[config.mk]
export PLATFORM = sky130hd
export DESIGN_NAME = idea_enc_ctrl_flat
export DESIGN_NICKNAME = d
export VERILOG_FILES = /design/src/rtl/idea_enc_ctrl_if.sv /design/src/rtl/idea_enc_ctrl.sv /design/src/flat_wrapper.sv
export SDC_FILE = /design/constraint.sdc
export NUM_CORES = 2
export LEC_CHECK = 0
export BUFFER_PORTS_ARGS = -buffer_cell sky130_fd_sc_hd__clkbuf_2
export CAP_MARGIN = 20
export CORE_UTILIZATION = 30
export DETAILED_ROUTE_END_ITERATION = 8
export PLACE_DENSITY = 0.51
export SYNTH_ARGS = -nofsm -noshare
export SYNTH_HDL_FRONTEND = slang
export SYNTH_SLANG_ARGS = --single-unit
[constraint.sdc]
create_clock -name clk -period 9.3 [get_ports clk]
set_input_delay 0.93 -clock clk [delete_from_list [all_inputs] [get_ports clk]]
set_output_delay 0.93 -clock clk [all_outputs]
set_load 0.05 [all_outputs]
[src/rtl/idea_enc_ctrl_if.sv]
`default_nettype none
// ============================================================================
// Module      : idea_enc_ctrl_if
// Description : Host stream, sink and external round-unit signals of the
//               iterative IDEA encryption controller.
// Revision    : 1.0 - initial release
// ============================================================================
interface idea_enc_ctrl_if;
  // key load handshake
  logic         key_valid;
  logic         key_ready;
  logic [127:0] key;
  // plaintext handshake
  logic         in_valid;
  logic         in_ready;
  logic [63:0]  in_data;
  // ciphertext handshake
  logic         out_valid;
  logic         out_ready;
  logic [63:0]  out_data;
  // shared combinational round unit
  logic [63:0]  round_in;
  logic [95:0]  round_key;
  logic [63:0]  round_out;
  // status
  logic         busy;

  // controller side
  modport slave (
    input  key_valid, key, in_valid, in_data, out_ready, round_out,
    output key_ready, in_ready, out_valid, out_data, round_in, round_key, busy
  );

  // host / sink / round-unit side
  modport master (
    output key_valid, key, in_valid, in_data, out_ready, round_out,
    input  key_ready, in_ready, out_valid, out_data, round_in, round_key, busy
  );
endinterface
`default_nettype wire

[src/rtl/idea_enc_ctrl.sv]
`default_nettype none
// ============================================================================
// Module      : idea_enc_ctrl
// Description : Iterative IDEA encryption controller. Expands a 128-bit key
//               into 52 subkeys, then sequences each 64-bit block through one
//               external combinational round unit for 8 cycles and applies
//               the output transform (10-cycle block latency).
// Revision    : 1.0 - initial release
// ============================================================================
module idea_enc_ctrl #(
  parameter int NROUNDS  = 8,
  parameter int KEXP_CYC = 7
) (
  input  logic           clk,
  input  logic           rst_n,
  idea_enc_ctrl_if.slave bus
);

  localparam logic [2:0] c_RCNT_LAST = 3'(NROUNDS - 1);
  localparam logic [2:0] c_KCNT_LAST = 3'(KEXP_CYC - 1);
  localparam int         c_NSUB      = 52;

  typedef enum logic [2:0] {
    S_IDLE  = 3'd0,
    S_KEXP  = 3'd1,
    S_ROUND = 3'd2,
    S_OUTX  = 3'd3,
    S_HOLD  = 3'd4
  } state_t;

  state_t       r_state;
  state_t       w_next;

  logic [127:0] r_key;         // rotating key register
  logic [2:0]   r_kcnt;        // key-expansion pass
  logic [2:0]   r_rcnt;        // round index
  logic         r_key_loaded;
  logic [63:0]  r_st;          // block state between rounds
  logic [63:0]  r_out_data;
  logic         r_out_valid;

  logic [15:0]  w_zk [c_NSUB];
  logic         w_key_acc;
  logic         w_in_rdy;
  logic         w_in_acc;
  logic         w_out_acc;
  logic [5:0]   w_rk_base;
  logic [95:0]  w_rk;
  logic [63:0]  w_outx;

  // Multiplication modulo 2^16+1 where the all-zero word stands for 2^16.
  // A zero operand means -1, so the product is simply 1 - other (mod 2^16).
  // Otherwise the low-high trick: hi*2^16 + lo == lo - hi (mod 2^16+1).
  function automatic logic [15:0] f_mul(input logic [15:0] a, input logic [15:0] b);
    logic [31:0] p;
    logic [15:0] lo;
    logic [15:0] hi;
    p  = a * b;
    lo = p[15:0];
    hi = p[31:16];
    if (a == 16'd0) begin
      f_mul = 16'd1 - b;
    end else if (b == 16'd0) begin
      f_mul = 16'd1 - a;
    end else begin
      f_mul = lo - hi + {15'd0, (lo < hi)};
    end
  endfunction

  assign w_key_acc = (r_state == S_IDLE) && bus.key_valid;
  assign w_in_rdy  = (r_state == S_IDLE) && r_key_loaded && !bus.key_valid;
  assign w_in_acc  = w_in_rdy && bus.in_valid;
  assign w_out_acc = r_out_valid && bus.out_ready;

  // Subkey file: subkey gi takes word gi%8 of the rotating register during
  // expansion pass gi/8; words past Z52 on the last pass have no home.
  genvar gi;
  generate
    for (gi = 0; gi < c_NSUB; gi++) begin : g_zk
      logic [15:0] r_z;
      // load this subkey on its expansion pass
      always_ff @(posedge clk) begin
        if ((r_state == S_KEXP) && (r_kcnt == 3'(gi / 8))) begin
          r_z <= r_key[127 - 16 * (gi % 8) -: 16];
        end
      end
      assign w_zk[gi] = r_z;
    end
  endgenerate

  // FSM state register
  always_ff @(posedge clk or negedge rst_n) begin
    if (!rst_n) begin
      r_state <= S_IDLE;
    end else begin
      r_state <= w_next;
    end
  end

  // FSM next-state: key has priority over plaintext in IDLE
  always_comb begin
    w_next = r_state;
    case (r_state)
      S_IDLE: begin
        if (w_key_acc) begin
          w_next = S_KEXP;
        end else if (w_in_acc) begin
          w_next = S_ROUND;
        end
      end
      S_KEXP:  if (r_kcnt == c_KCNT_LAST) w_next = S_IDLE;
      S_ROUND: if (r_rcnt == c_RCNT_LAST) w_next = S_OUTX;
      S_OUTX:  w_next = S_HOLD;
      S_HOLD:  if (w_out_acc) w_next = S_IDLE;
      default: w_next = S_IDLE;
    endcase
  end

  // Datapath: key rotation, round state, counters and output register
  always_ff @(posedge clk or negedge rst_n) begin
    if (!rst_n) begin
      r_key        <= '0;
      r_kcnt       <= '0;
      r_rcnt       <= '0;
      r_key_loaded <= 1'b0;
      r_st         <= '0;
      r_out_data   <= '0;
      r_out_valid  <= 1'b0;
    end else begin
      case (r_state)
        S_IDLE: begin
          if (w_key_acc) begin
            r_key  <= bus.key;
            r_kcnt <= '0;
          end else if (w_in_acc) begin
            r_st   <= bus.in_data;
            r_rcnt <= '0;
          end
        end
        S_KEXP: begin
          r_key  <= {r_key[102:0], r_key[127:103]};
          r_kcnt <= r_kcnt + 3'd1;
          if (r_kcnt == c_KCNT_LAST) begin
            r_key_loaded <= 1'b1;
          end
        end
        S_ROUND: begin
          r_st   <= bus.round_out;
          r_rcnt <= r_rcnt + 3'd1;
        end
        S_OUTX: begin
          r_out_data  <= w_outx;
          r_out_valid <= 1'b1;
        end
        S_HOLD: begin
          if (w_out_acc) begin
            r_out_valid <= 1'b0;
          end
        end
        default: begin
          r_out_valid <= 1'b0;
        end
      endcase
    end
  end

  // Round subkeys Z(6r+1)..Z(6r+6); base index 6*r built from shifts
  assign w_rk_base = {1'b0, r_rcnt, 2'b00} + {2'b00, r_rcnt, 1'b0};

  // Present the current round's subkeys only while a round is in progress
  always_comb begin
    w_rk = '0;
    if (r_state == S_ROUND) begin
      w_rk = {w_zk[w_rk_base],         w_zk[w_rk_base + 6'd1],
              w_zk[w_rk_base + 6'd2],  w_zk[w_rk_base + 6'd3],
              w_zk[w_rk_base + 6'd4],  w_zk[w_rk_base + 6'd5]};
    end
  end

  // Output transform; the middle words are crossed back because every
  // external round swaps them, including the last one
  assign w_outx = {f_mul(r_st[63:48], w_zk[48]),
                   r_st[31:16] + w_zk[49],
                   r_st[47:32] + w_zk[50],
                   f_mul(r_st[15:0],  w_zk[51])};

  assign bus.key_ready = (r_state == S_IDLE);
  assign bus.in_ready  = w_in_rdy;
  assign bus.out_valid = r_out_valid;
  assign bus.out_data  = r_out_data;
  assign bus.round_in  = (r_state == S_ROUND) ? r_st : 64'd0;
  assign bus.round_key = w_rk;
  assign bus.busy      = (r_state != S_IDLE);

endmodule
`default_nettype wire
[src/flat_wrapper.sv]
// flat-port wrapper written by rule: the top's interface ports become plain ports
module idea_enc_ctrl_flat 
#(
  parameter int NROUNDS  = 8,
  parameter int KEXP_CYC = 7
)
  (clk, rst_n, bus_key_valid, bus_key, bus_in_valid, bus_in_data, bus_out_ready, bus_round_out, bus_key_ready, bus_in_ready, bus_out_valid, bus_out_data, bus_round_in, bus_round_key, bus_busy);
  idea_enc_ctrl_if bus_i ();
  input  logic clk;
  input  logic rst_n;
  input wire logic [$bits(bus_i.key_valid)-1:0] bus_key_valid;
  input wire logic [$bits(bus_i.key)-1:0] bus_key;
  input wire logic [$bits(bus_i.in_valid)-1:0] bus_in_valid;
  input wire logic [$bits(bus_i.in_data)-1:0] bus_in_data;
  input wire logic [$bits(bus_i.out_ready)-1:0] bus_out_ready;
  input wire logic [$bits(bus_i.round_out)-1:0] bus_round_out;
  output wire logic [$bits(bus_i.key_ready)-1:0] bus_key_ready;
  output wire logic [$bits(bus_i.in_ready)-1:0] bus_in_ready;
  output wire logic [$bits(bus_i.out_valid)-1:0] bus_out_valid;
  output wire logic [$bits(bus_i.out_data)-1:0] bus_out_data;
  output wire logic [$bits(bus_i.round_in)-1:0] bus_round_in;
  output wire logic [$bits(bus_i.round_key)-1:0] bus_round_key;
  output wire logic [$bits(bus_i.busy)-1:0] bus_busy;
  assign bus_i.key_valid = bus_key_valid;
  assign bus_i.key = bus_key;
  assign bus_i.in_valid = bus_in_valid;
  assign bus_i.in_data = bus_in_data;
  assign bus_i.out_ready = bus_out_ready;
  assign bus_i.round_out = bus_round_out;
  assign bus_key_ready = bus_i.key_ready;
  assign bus_in_ready = bus_i.in_ready;
  assign bus_out_valid = bus_i.out_valid;
  assign bus_out_data = bus_i.out_data;
  assign bus_round_in = bus_i.round_in;
  assign bus_round_key = bus_i.round_key;
  assign bus_busy = bus_i.busy;
  idea_enc_ctrl #(.NROUNDS(NROUNDS), .KEXP_CYC(KEXP_CYC)) u_core (.clk(clk), .rst_n(rst_n), .bus(bus_i));
endmodule
* Word-level counts from Yosys, hierarchy flattened *
Index checks and enable logic that the tools add are counted.
Widths: inputs -> output; s select.

word-level totals
  flip-flop bits (word level) = 1099
  input port bits = 261
  logic and storage cells = 183

cells by class
  add/sub/neg operators = 18
  $mul = 2
  order comparisons = 8
  equality and inequality tests = 18
  mux-type cells = 42
  bitwise gates (word level) = 7
  reduce and logical (&&, ||, !) cells = 28

operator list
  operator               number
  $bmux 16 s6            6
  $mux 16                16
  $pmux 128 s2           1
  $mux 64                3
  $mux 128               1
  $pmux 64 s2            1
  $mux 96                1
  $logic_not 16->1       4
  $mul 16x16->32         2
  $sub 1x16->16 const A  4
  $ge 7x7->1 const B     6
  $not 6->7              6
  $add 16x1->16          2
  $add 16x16->16         2
  $lt 16x16->1           2
  $sub 16x16->16         2
  $mux 3                 8
  $eq 3x3->1 const B     5
  $pmux 3 s5             1
  $add 6x2->6 const B    2
  $add 6x3->6 const B    2
  $eq 3x2->1 const B     4
  $logic_and 1x1->1      12
  $pmux 3 s2             2
  18 further kinds       28

* Logic depth before layout (Yosys ltp) *
  word-level depth = 7
  depth in mapped cells = 42
  gate-level depth less buffers = 40

* Worst setup path after synthesis *
No wires, ideal clock.

  path type = reg-to-reg
  start = register u_core.g_zk[51].r_z[8]
  end = register u_core.r_out_data[10] (netlist: u_core.bus.out_data[10])
  data arrival time = 8.869 ns
  setup slack = 0.297 ns
  stages on the path, launching flop included = 42
  buffers on the path = 2
  path through = edfxtp_1 clkbuf_1 buf_1 nand2_1 fa_1 inv_1 fa_1 inv_1 fa_1 inv_1 fa_1 fa_1 inv_1 fa_1 inv_1 ha_1 or3_1 nand4_1 [... 6 more ...] fa_1 inv_1 a31oi_1 o21ai_0 a31oi_1 o21a_1 o21ai_0 a31oi_1 ha_1 fa_1 a21o_1 a21oi_1 o21ai_0 a31oi_1 o21ai_0 xor2_1 a21boi_0 o21ai_0

on the way
  longest elaborated chain between the ends = 5
  elaborated cells on any way between the ends = 8

ends and longest elaborated chain
  element                                                RTL line              text
  from (decl)                                            idea_enc_ctrl.sv:80   logic [15:0] r_z;
  from (signal assigned)                                 idea_enc_ctrl.sv:84   r_z <= r_key[127 - 16 * (gi % 8) -: 16];
  $mul 16x16->32                                         idea_enc_ctrl.sv:58   p = a * b;
  $sub 16x16->16 / $lt 16x16->1 (equally long branches)  idea_enc_ctrl.sv:66   f_mul = lo - hi + {15'd0, (lo < hi)};
  $add 16x1->16                                          idea_enc_ctrl.sv:66
  $mux 16                                                idea_enc_ctrl.sv:63   end else if (b == 16'd0) begin
  $mux 16 *                                              idea_enc_ctrl.sv:61   if (a == 16'd0) begin
  to (signal assigned)                                   idea_enc_ctrl.sv:152  r_out_data <= w_outx;
  to (decl)                                              idea_enc_ctrl.sv:39   logic [63:0] r_out_data;

Mark *: on every way between the ends. The rest lies on a longest branch, timed or not.
A chain may end at the register's enable or synchronous reset.

* Worst setup path after layout *
  start = register u_core.g_zk[48].r_z[5]
  end = register u_core.r_out_data[63] (netlist: u_core.bus.out_data[63])

on the way
  longest elaborated chain between the ends = 5
  elaborated cells on any way between the ends = 8

ends and longest elaborated chain
  element                                                RTL line
  from (decl)                                            idea_enc_ctrl.sv:80
  from (signal assigned)                                 idea_enc_ctrl.sv:84
  $mul 16x16->32                                         idea_enc_ctrl.sv:58
  $sub 16x16->16 / $lt 16x16->1 (equally long branches)  idea_enc_ctrl.sv:66
  $add 16x1->16                                          idea_enc_ctrl.sv:66
  $mux 16                                                idea_enc_ctrl.sv:63
  $mux 16 *                                              idea_enc_ctrl.sv:61

Marked as above.

==> run metrics <==
CP arrival 9.56 ns; Layout area overhead 14.7%; routability cong. around 0.9; dominant synthesized flop cell edfxtp_1; I/O pin count 489; final setup fails 0; Post-DP HPWL between 200 and 250 mm; run status complete, no violations; sequential area share after synthesis 0.399; clock sink count roughly 1100; DRT Pass-1 Iters 8; CP max-delay cell fa_1; Port Buffers 488; CTS Hold Buffers Added 0; FF-to-FF setup slack 0.39 ns; dpl ws about 0.092 ns; crit end category flip-flop; CP max FO 12; largest cells by area after synthesis edfxtp_1 (32%), mux4_2 (16%), fa_1 (10%); Hold Vio Cnt, Final 0; initial antenna violation count 48; most common cell after layout, fill and taps aside edfxtp_1; first-pass GRT wire length 410 mm; Fin Clk Skew 0.0696 ns; routed len/inst 27.4 um; GR peak layer met2; reg2reg start u_core.g_zk[48].r_z[5]; yosys warns 0; asr flop ratio synth 0.243; vias in the first global route 56641; root buffer cell clkbuf_16; Avg Inst Size Synth 12.2 um^2; FF-to-FF path depth 39; Die ar. 266000 um^2; initial detailed-routing violation count 5994; routed vias 57594; layout cells sized above 1 0.241; RR Endpoint u_core.bus.out_data[63]; Synth cell types 74; Final Max Tran Viols 0; final net count 7891; vias per inst 5.47; grt met1 use 0.304; worst hold path type in -> async; Max Cap Violations 0; total CTS buffers between 100 and 150; fmax 0.112 GHz; Synth top area share 0.315; top cell type by total area after synthesis edfxtp_1; EDFF count, synth ~830; Post-Route WL between 200 and 300 mm; Detail Route Antenna Nets 0; Slew headroom 0.211; die width 516 um; FF/Latch Area 31700 um^2; num rows between 150 and 200; Final Cycle Share 0.958; Starting Density 0.302; CTS clk-pin slew, worst paths approximately 0.06 ns; largest net degree at the start of global routing 219; area occupied by multi-input gates 44100 um^2; kind of critical path reg -> reg; Post-route DRC 0; syn nets 7505; CTS HTree Levels 3; core area 263000 um^2; grt total ovfl 0; Syn Inst Count 6520; Worst path most repeated cell fa_1; Post-Syn Area a little under 80000 um^2; CTS tree yes; fin crit period 8.91 ns; startpoint class of the critical path flip-flop; Clock Tree Buf Depth 3; register bit total from synthesis 1099; commonest cells after routing, fill and taps aside edfxtp_1 (832), nand2_1 (705), mux4_2 (579); Clock Latency Late Sink 0.81 ns; Crit path largest cell delay 0.52 ns; die height 516 um; Worst Path Required slightly below 10 ns; worst setup margin 0.387 ns; gr usage total 0.213; fill count around 26000; met3 global-route usage 0.0442; met2 Usage GRT 0.327; Worst-Margin Slew 1.18 ns
synthesized netlist by cell type (all sizes together), types with 21 or more instances:
cell and instances:
and3 75, o22ai 36, mux2 62, a21oi 197
buf 118, xnor2 88, inv 546, a31oi 25
clkbuf 378, o211ai 79, mux2i 335, a21o 41
ha 315, nand2 709, nor3 116, o21ai 421
nor2b 21, nor2 226, a211oi 21, nand3 56
o311ai 26, edfxtp 832, dfrtp 267, and2 237
mux4 579, fa 409, xor2 65
through the flow:
stage	TNS (ns)	hold slack [ns]	instance area, um^2	utilization	cells
floorplan	0	0.446	79300	-	6520
global placement	0	0.465	86500	0.329	10279
detailed placement	0	0.471	86500	0.329	10279
CTS	0	0.0920	90500	0.345	10502
global route	-0.219	0.111	91000	0.346	10526
finish	0	0.0872	91000	0.347	10530
area by class of cell:
| type | instances | area share |
|---|---|---|
| inverter | 547 | 0.0226 |
| tap | 3515 | 0.0483 |
| clock buffer | 167 | 0.0366 |
| antenna | 5 | 0.000138 |
| sequential | 1099 | 0.348 |
| multi-input combinational | 4378 | 0.485 |
| timing repair buffer | 763 | 0.0520 |
| clock inverter | 56 | 0.00758 |
sequential cells by signal, summed over array words and instances (netlist names):
name	flops
u_core.bus.out_valid	1
u_core.r_rcnt	3
u_core.r_st	64
u_core.bus.out_data	64
u_core.r_state	3
u_core.r_kcnt	3
u_core.r_key	128
u_core.r_key_loaded	1
u_core.g_zk.r_z	832
kinds of logic after synthesis:
group                    count (synthesis)  share of synthesized area
multiplexers                           976                      0.216
AND/OR/NAND/NOR                       1542                     0.0907
AO/OA/AOI/OAI                          983                     0.0743
flip-flops                            1099                      0.399
adder cells (fa/ha/maj)                724                      0.153
buffers and inverters                 1043                     0.0501
XOR/XNOR                               153                     0.0169
worst max-delay path, delay by kind of cell (launching register included):
kind	cells	cell delay, ns
adders and majority gates	10	4.12
AOI/OAI and AO/OA	15	2.30
buffers and inverters	9	0.88
and+or+nand+nor	4	0.75
DFF	1	0.46
muxes	1	0.26
how the worst max path moves through the flow:
stage | from | to | slack (ns) | depth (start not counted)
3_3_place_gp | u_core.g_zk[51].r_z[4] | u_core.bus.out_data[6] | 0.20 | 41
6_report | u_core.g_zk[48].r_z[5] | u_core.bus.out_data[63] | 0.39 | 39
5_1_grt | u_core.g_zk[51].r_z[4] | u_core.bus.out_data[6] | -0.04 | 43
2_1_floorplan | u_core.g_zk[51].r_z[8] | u_core.bus.out_data[10] | 0.30 | 41
4_1_cts | u_core.g_zk[51].r_z[4] | u_core.bus.out_data[6] | 0.03 | 41
3_5_place_dp | u_core.g_zk[51].r_z[4] | u_core.bus.out_data[6] | 0.09 | 41
metal layers:
layer | share of wire | routed length [um]
met5 | 0.000093 | 27
met4 | 0.028 | 8130
met3 | 0.095 | 27600
met2 | 0.44 | 128000
met1 | 0.43 | 125000
repair_timing:
action                                  CTS  global route
buffers inserted                          0            22
resized for setup                         0            74
endpoints found under the setup margin    0            24
Power is not shown: default switching activity piles up to over one toggle a cycle in this logic, so the estimate is an artifact.
